===== config.mk =====
export PLATFORM = sky130hd
export DESIGN_NAME = blk_thread_sched
export DESIGN_NICKNAME = d
export VERILOG_FILES = /design/src/rtl/blk_thread_sched.sv
export SDC_FILE = /design/constraint.sdc
export NUM_CORES = 1
export LEC_CHECK = 0
export ABC_AREA = 1
export BUFFER_PORTS_ARGS = -buffer_cell sky130_fd_sc_hd__buf_2
export CORE_ASPECT_RATIO = 1.2
export CORE_MARGIN = 4
export CORE_UTILIZATION = 60
export CTS_BUF_LIST = sky130_fd_sc_hd__clkbuf_8
export DETAILED_ROUTE_END_ITERATION = 12
export PLACE_DENSITY = 0.92
export SLEW_MARGIN = 15
export SYNTH_ARGS = -nofsm -noshare
export SYNTH_HDL_FRONTEND = slang
export SYNTH_SLANG_ARGS = --single-unit

===== constraint.sdc =====
create_clock -name CLK -period 8 [get_ports CLK]
set_input_delay 0 -clock CLK [delete_from_list [all_inputs] [get_ports CLK]]
set_output_delay 0 -clock CLK [all_outputs]
set_load 0.1 [all_outputs]

===== src/rtl/blk_thread_sched.sv =====
`default_nettype none
// ============================================================================
// Module      : blk_thread_sched
// Description : Per-block thread scheduler in front of create_blk. Tracks
//               which threads have a block pending, issues them to create_blk
//               in round-robin order, re-queues unfinished computations and
//               reports finished ones on comp_done. A watchdog bounds the wait
//               for blk_end.
// Revision    : 1.0 - initial release
// ----------------------------------------------------------------------------
// Ports
//   CLK            in   clock
//   RST_N          in   asynchronous active-low reset
//   req_wr_en      in   enqueue request for req_thread_num
//   req_thread_num in   thread to enqueue
//   req_new_comp   in   request starts a new computation
//   blk_end        in   1-cycle pulse: current block finished
//   comp_fin       in   valid with blk_end: computation finished
//   blk_start      out  1-cycle pulse to create_blk
//   new_comp       out  valid with blk_start
//   thread_num     out  thread of the current block
//   busy           out  block in flight
//   pending        out  per-thread pending bits
//   comp_done      out  1-cycle pulse: thread_num finished its computation
//   err            out  sticky protocol violation / watchdog expiry
// ============================================================================
module blk_thread_sched #(
  parameter int N_THREADS     = 8,
  parameter int N_THREADS_MSB = $clog2(N_THREADS) - 1,
  parameter int TIMEOUT_MSB   = 7
) (
  input  logic                     CLK,
  input  logic                     RST_N,
  input  logic                     req_wr_en,
  input  logic [N_THREADS_MSB:0]   req_thread_num,
  input  logic                     req_new_comp,
  input  logic                     blk_end,
  input  logic                     comp_fin,
  output logic                     blk_start,
  output logic                     new_comp,
  output logic [N_THREADS_MSB:0]   thread_num,
  output logic                     busy,
  output logic [N_THREADS-1:0]     pending,
  output logic                     comp_done,
  output logic                     err
);

  localparam int TW = N_THREADS_MSB + 1;  // thread index width
  localparam int SW = TW + 1;             // scan width (room for ptr + offset)

  localparam logic [0:0] c_st_idle     = 1'b0;
  localparam logic [0:0] c_st_wait_end = 1'b1;

  localparam logic [TW-1:0] c_last_thread = TW'(N_THREADS - 1);
  // Watchdog trips on the cycle its count would reach 2^(TIMEOUT_MSB+1)-1.
  localparam logic [TIMEOUT_MSB:0] c_wdog_last = ~((TIMEOUT_MSB + 1)'(1));

  logic [0:0]           r_state, w_state_next;
  logic [N_THREADS-1:0] r_pending, w_pending_next;
  logic [N_THREADS-1:0] r_nc, w_nc_next;
  logic [TW-1:0]        r_rr_ptr;
  logic [TW-1:0]        r_thread_num;
  logic [TIMEOUT_MSB:0] r_wdog;
  logic                 r_blk_start, r_new_comp, r_busy, r_comp_done, r_err;

  logic                 w_any;
  logic [TW-1:0]        w_winner;
  logic                 w_issue, w_end, w_timeout, w_stray_end;
  logic                 w_req_in_range, w_req_pend_hit, w_req_busy_hit;
  logic                 w_req_ok, w_req_bad;

  // First set bit at or after ptr, wrapping N_THREADS-1 -> 0.
  function automatic logic [TW:0] f_rr_pick(input logic [N_THREADS-1:0] req,
                                            input logic [TW-1:0]        ptr);
    logic [SW-1:0] scan;
    logic          found;
    logic [TW-1:0] idx;
    found = 1'b0;
    idx   = '0;
    for (int i = 0; i < N_THREADS; i++) begin
      scan = {1'b0, ptr} + SW'(i);
      if (scan >= SW'(N_THREADS)) scan = scan - SW'(N_THREADS);
      if (!found && req[scan[TW-1:0]]) begin
        found = 1'b1;
        idx   = scan[TW-1:0];
      end
    end
    return {found, idx};
  endfunction

  assign {w_any, w_winner} = f_rr_pick(r_pending, r_rr_ptr);

  // A request is refused if the thread is already queued or is the one whose
  // block is in flight (including the blk_end cycle itself).
  assign w_req_in_range = (req_thread_num <= c_last_thread);
  assign w_req_pend_hit = w_req_in_range && r_pending[req_thread_num];
  assign w_req_busy_hit = r_busy && (req_thread_num == r_thread_num);
  assign w_req_ok       = req_wr_en && w_req_in_range && !w_req_pend_hit && !w_req_busy_hit;
  assign w_req_bad      = req_wr_en && !w_req_ok;

  // --------------------------------------------------------------------------
  // FSM: state register
  // --------------------------------------------------------------------------
  always_ff @(posedge CLK or negedge RST_N) begin
    if (!RST_N) r_state <= c_st_idle;
    else        r_state <= w_state_next;
  end

  // --------------------------------------------------------------------------
  // FSM: next-state logic
  // --------------------------------------------------------------------------
  always_comb begin
    w_state_next = r_state;
    case (r_state)
      c_st_idle:     if (w_any) w_state_next = c_st_wait_end;
      c_st_wait_end: if (blk_end || w_timeout) w_state_next = c_st_idle;
      default:       w_state_next = c_st_idle;
    endcase
  end

  // --------------------------------------------------------------------------
  // FSM: decoded actions
  // --------------------------------------------------------------------------
  always_comb begin
    w_issue     = 1'b0;
    w_end       = 1'b0;
    w_timeout   = 1'b0;
    w_stray_end = 1'b0;
    case (r_state)
      c_st_idle: begin
        w_issue     = w_any;
        w_stray_end = blk_end;
      end
      c_st_wait_end: begin
        w_end     = blk_end;
        // blk_end arriving on the expiry cycle still wins.
        w_timeout = !blk_end && (r_wdog == c_wdog_last);
      end
      default: w_stray_end = blk_end;
    endcase
  end

  // Pending / new-computation bit updates. Issue and re-queue are mutually
  // exclusive by state; a request never targets the winner or the in-flight
  // thread because those cases are refused above.
  always_comb begin
    w_pending_next = r_pending;
    w_nc_next      = r_nc;
    if (w_issue) begin
      w_pending_next[w_winner] = 1'b0;
      w_nc_next[w_winner]      = 1'b0;
    end
    if (w_end && !comp_fin) begin
      w_pending_next[r_thread_num] = 1'b1;
      w_nc_next[r_thread_num]      = 1'b0;
    end
    if (w_req_ok) begin
      w_pending_next[req_thread_num] = 1'b1;
      w_nc_next[req_thread_num]      = req_new_comp;
    end
  end

  // --------------------------------------------------------------------------
  // Datapath registers
  // --------------------------------------------------------------------------
  always_ff @(posedge CLK or negedge RST_N) begin
    if (!RST_N) begin
      r_pending    <= '0;
      r_nc         <= '0;
      r_rr_ptr     <= '0;
      r_thread_num <= '0;
      r_wdog       <= '0;
      r_blk_start  <= 1'b0;
      r_new_comp   <= 1'b0;
      r_busy       <= 1'b0;
      r_comp_done  <= 1'b0;
      r_err        <= 1'b0;
    end else begin
      r_pending   <= w_pending_next;
      r_nc        <= w_nc_next;
      r_blk_start <= w_issue;
      r_new_comp  <= w_issue && r_nc[w_winner];
      r_comp_done <= w_end && comp_fin;
      r_err       <= r_err || w_req_bad || w_stray_end || w_timeout;

      if (w_issue) begin
        r_thread_num <= w_winner;
        r_rr_ptr     <= (w_winner == c_last_thread) ? '0 : w_winner + 1'b1;
      end

      if (w_issue)                r_busy <= 1'b1;
      else if (w_end || w_timeout) r_busy <= 1'b0;

      if ((r_state == c_st_wait_end) && !w_end && !w_timeout) r_wdog <= r_wdog + 1'b1;
      else                                                    r_wdog <= '0;
    end
  end

  assign blk_start  = r_blk_start;
  assign new_comp   = r_new_comp;
  assign thread_num = r_thread_num;
  assign busy       = r_busy;
  assign pending    = r_pending;
  assign comp_done  = r_comp_done;
  assign err        = r_err;

endmodule
`default_nettype wire


==> key figures <==
Yosys
  • Async S/R FF share, synth: 1.00
  • Syn. warnings: 0
  • Register bit total from synthesis: 36
  • Post-synthesis instance area: 0.00259 mm2
  • Sequential cell area fraction in the yosys report: 0.348
  • Unique masters post-synth: 36
  • Syn_area_per_cell: 6.97 um2
  • Gate Count Post-Synth: 371
  • Post-synth EDFFs: 0
  • Main synth FF type: dfrtp_1
  • Syn_nets: 385

CTS
  • Clk slew on worst S/H paths: 0.07 ns
  • CTS tree: built
  • Postcts setup bufs: 0
  • CTS H-tree depth: 2
  • CTS max path bufs: 2
  • CTS buffer count: 5
  • Clock Latency Late Sink: 0.29 ns
  • Clock sinks: 36
  • CTS root buffer: clkbuf_8

Cells and area
  • Most frequent cells in the layout: 105 x nand2_1, 56 x nand3_1, 43 x inv_1
  • Area Growth Syn to Fin: 12.5%
  • Commonest non-fill, non-tap cell in the layout: nand2_1
  • # fillers: 321
  • Nets: 416
  • Antenna Diode Count: 0
  • Filler-free cell count of the finished design: 457
  • Multi-input logic area: 0.00146 mm2
  • Register area: 901 um2
  • Share of cells above drive strength 1: 0.149

Worst setup path
  • WP data required: 8.16 ns
  • Crit path largest cell delay: 0.58 ns
  • Setup crit start kind: flop
  • CP arrival: 3.31 ns
  • Crit-path slowest cell: dfrtp_1
  • CP max FO: 11
  • Crit path cell chain: inv_2, ha_1, inv_1, nand3_1, nand3_2, nand2_2, nor2_8, nand3_1, nand2_1, inv_1, nor2_1, nand3_2, nand2_4, inv_4, ha_1, nand2_1, o21ai_0
  • Crit end category: flop
  • Worst Path Class, Setup: flop to flop
  • CP top delay family: simple AND/OR/NAND/NOR gates
  • Bufs and invs on worst path: 4

GRT
  • First-pass GRT wire length: 11200 um
  • Global-route usage over all layers: 0.271
  • Antenna violations before repair: 0
  • GRT Residual Overflow: 0
  • Pin count of the biggest net entering global routing: 37
  • Vias in the first global route: 2506

Detailed routing
  • DR vias: 2623
  • WL per Instance: 14.4 um
  • First-iteration detailed-routing DRC count: 215
  • Drt pass-1 iters: 4
  • # DRC: 0
  • Vias/cell: 5.74
  • DRT Wirelength: 6580 um
  • Post-DRT Antenna Nets: 0

Die
  • Core ar.: 0.00404 mm2
  • DIE AREA: 0.00543 mm2
  • Row count: 25
  • Die height: 79.9 um
  • Initial core utilization: 0.641
  • Die width: 67.9 um
  • I/O pin cnt: 25

Timing
  • Final setup viols: 0
  • Post-route minimum period: 3.16 ns
  • RSZ-0062 raised after global routing: false
  • Final Cycle Share: 0.395
  • Setup WS post-layout: 4.84 ns
  • Clock Skews: 0.00750 ns
  • Max_slew headroom: 0.490
  • Final count of hold timing violations: 0
  • Pins over their slew limit: 0
  • Fmax: 317 MHz
  • Final setup TNS: 0 ns
  • Worst-Margin Slew: 0.765 ns

Flow run
  • Max-cap violations: 0

Worst hold path
  • Min-Delay Path Class: primary input to flop

Placement
  • Final Wtd Congestion: 1.03
  • Placed wire-length estimate: 5100 um
  • Placed cells: 445
  • Placement Setup Slack: 4.92 ns
  • Port bufs: 24

Run status
  • Status: complete, no violations
==> registers in the layout, summed over array words and instances, names as in the netlist <==
name        flops
r_state         1
r_wdog          8
pending         8
thread_num      3
blk_start       1
r_rr_ptr        3
comp_done       1
busy            1
err             1
new_comp        1
r_nc            8
==> area by class of cell <==
cell class,count,area share
clock buffer,7,0.0331
clock inverter,1,0.0103
inverter,52,0.0680
multi-input combinational,279,0.501
sequential,36,0.310
tap,54,0.0232
timing repair buffer,28,0.0551
==> per-layer routing <==
metal	wire (um)	share of wire	vias up	global-route usage
li1	-	-	1280	-
met5	0	0	-	0
met3	442	0.067	29	0.0521
met2	3270	0.50	118	0.454
met4	257	0.039	0	0.139
met1	2600	0.40	1196	0.320
==> stage by stage <==
step           area (um2)  hold WS, ns  utilization
2_1_floorplan        2590       -0.296            -
3_3_place_gp         2740        0.118        0.680
3_5_place_dp         2740        0.126        0.680
4_1_cts              2910       0.0275        0.721
5_1_grt              2910       0.0473        0.721
6_report             2910       0.0292        0.721
==> cells by family (layout without fill, tap and decap cells) <==
family / Yosys count / count (layout) / share of synthesized area
flops: 36 / 36 / 0.348
compound gates: 38 / 38 / 0.0827
fa+ha+maj: 5 / 5 / 0.0242
simple gates: 231 / 231 / 0.439
xor+xnor: 5 / 5 / 0.0169
buf+inv: 56 / 88 / 0.0885
==> cell usage after synthesis, types with 2 or more instances <==
cell,count,area (um2)
inv_2,7,26.3
nand3_2,6,60.1
nand2_4,2,22.5
and2_1,2,12.5
dfrtp_1,36,901
nor2_4,2,22.5
nand4_1,5,31.3
nand2_2,6,37.5
nor3b_1,2,15.0
nand3_1,56,280
a21oi_1,8,40.0
o21bai_1,2,15.0
o22ai_1,3,18.8
nor3_1,14,70.1
buf_6,2,22.5
o21ai_1,11,55.1
nand3b_1,2,15.0
nor2_1,25,93.8
xnor2_1,3,26.3
inv_1,43,161
o21ai_0,9,45.0
ha_1,5,62.6
nand2_1,105,394
nor2_8,2,40.0
xor2_1,2,17.5
==> timing repair <==
action / in CTS / in global routing
gates resized for setup: 0 / 0
hold buffers: 4 / 0
hold endpoints to repair: 38 / 0
==> worst reg2reg max path, stage by stage (launching register included) <==
cell	delay [ns]
dfrtp_1	0.58
inv_2	0.19
ha_1	0.42
inv_1	0.20
nand3_1	0.17
nand3_2	0.13
nand2_2	0.09
nor2_8	0.12
nand3_1	0.08
nand2_1	0.07
inv_1	0.04
nor2_1	0.13
nand3_2	0.15
nand2_4	0.17
inv_4	0.05
ha_1	0.28
nand2_1	0.07
o21ai_0	0.09
==> final timing paths <==
path / start / cells past startpoint / slack (ns) / endpoint
setup reg to reg: r_rr_ptr[0] / 17 / 4.84 / r_rr_ptr[1]
hold / removal: req_wr_en / 3 / 0.03 / err
setup / recovery: r_rr_ptr[0] / 17 / 4.84 / r_rr_ptr[1]
hold reg to reg: r_wdog[0] / 1 / 0.52 / r_wdog[0]
min in group asynchronous: RST_N / 2 / 0.33 / r_state
max in group asynchronous: RST_N / 2 / 7.18 / r_rr_ptr[2]
Power is not shown: default switching activity piles up to over one toggle a cycle in this logic, so the estimate is an artifact.
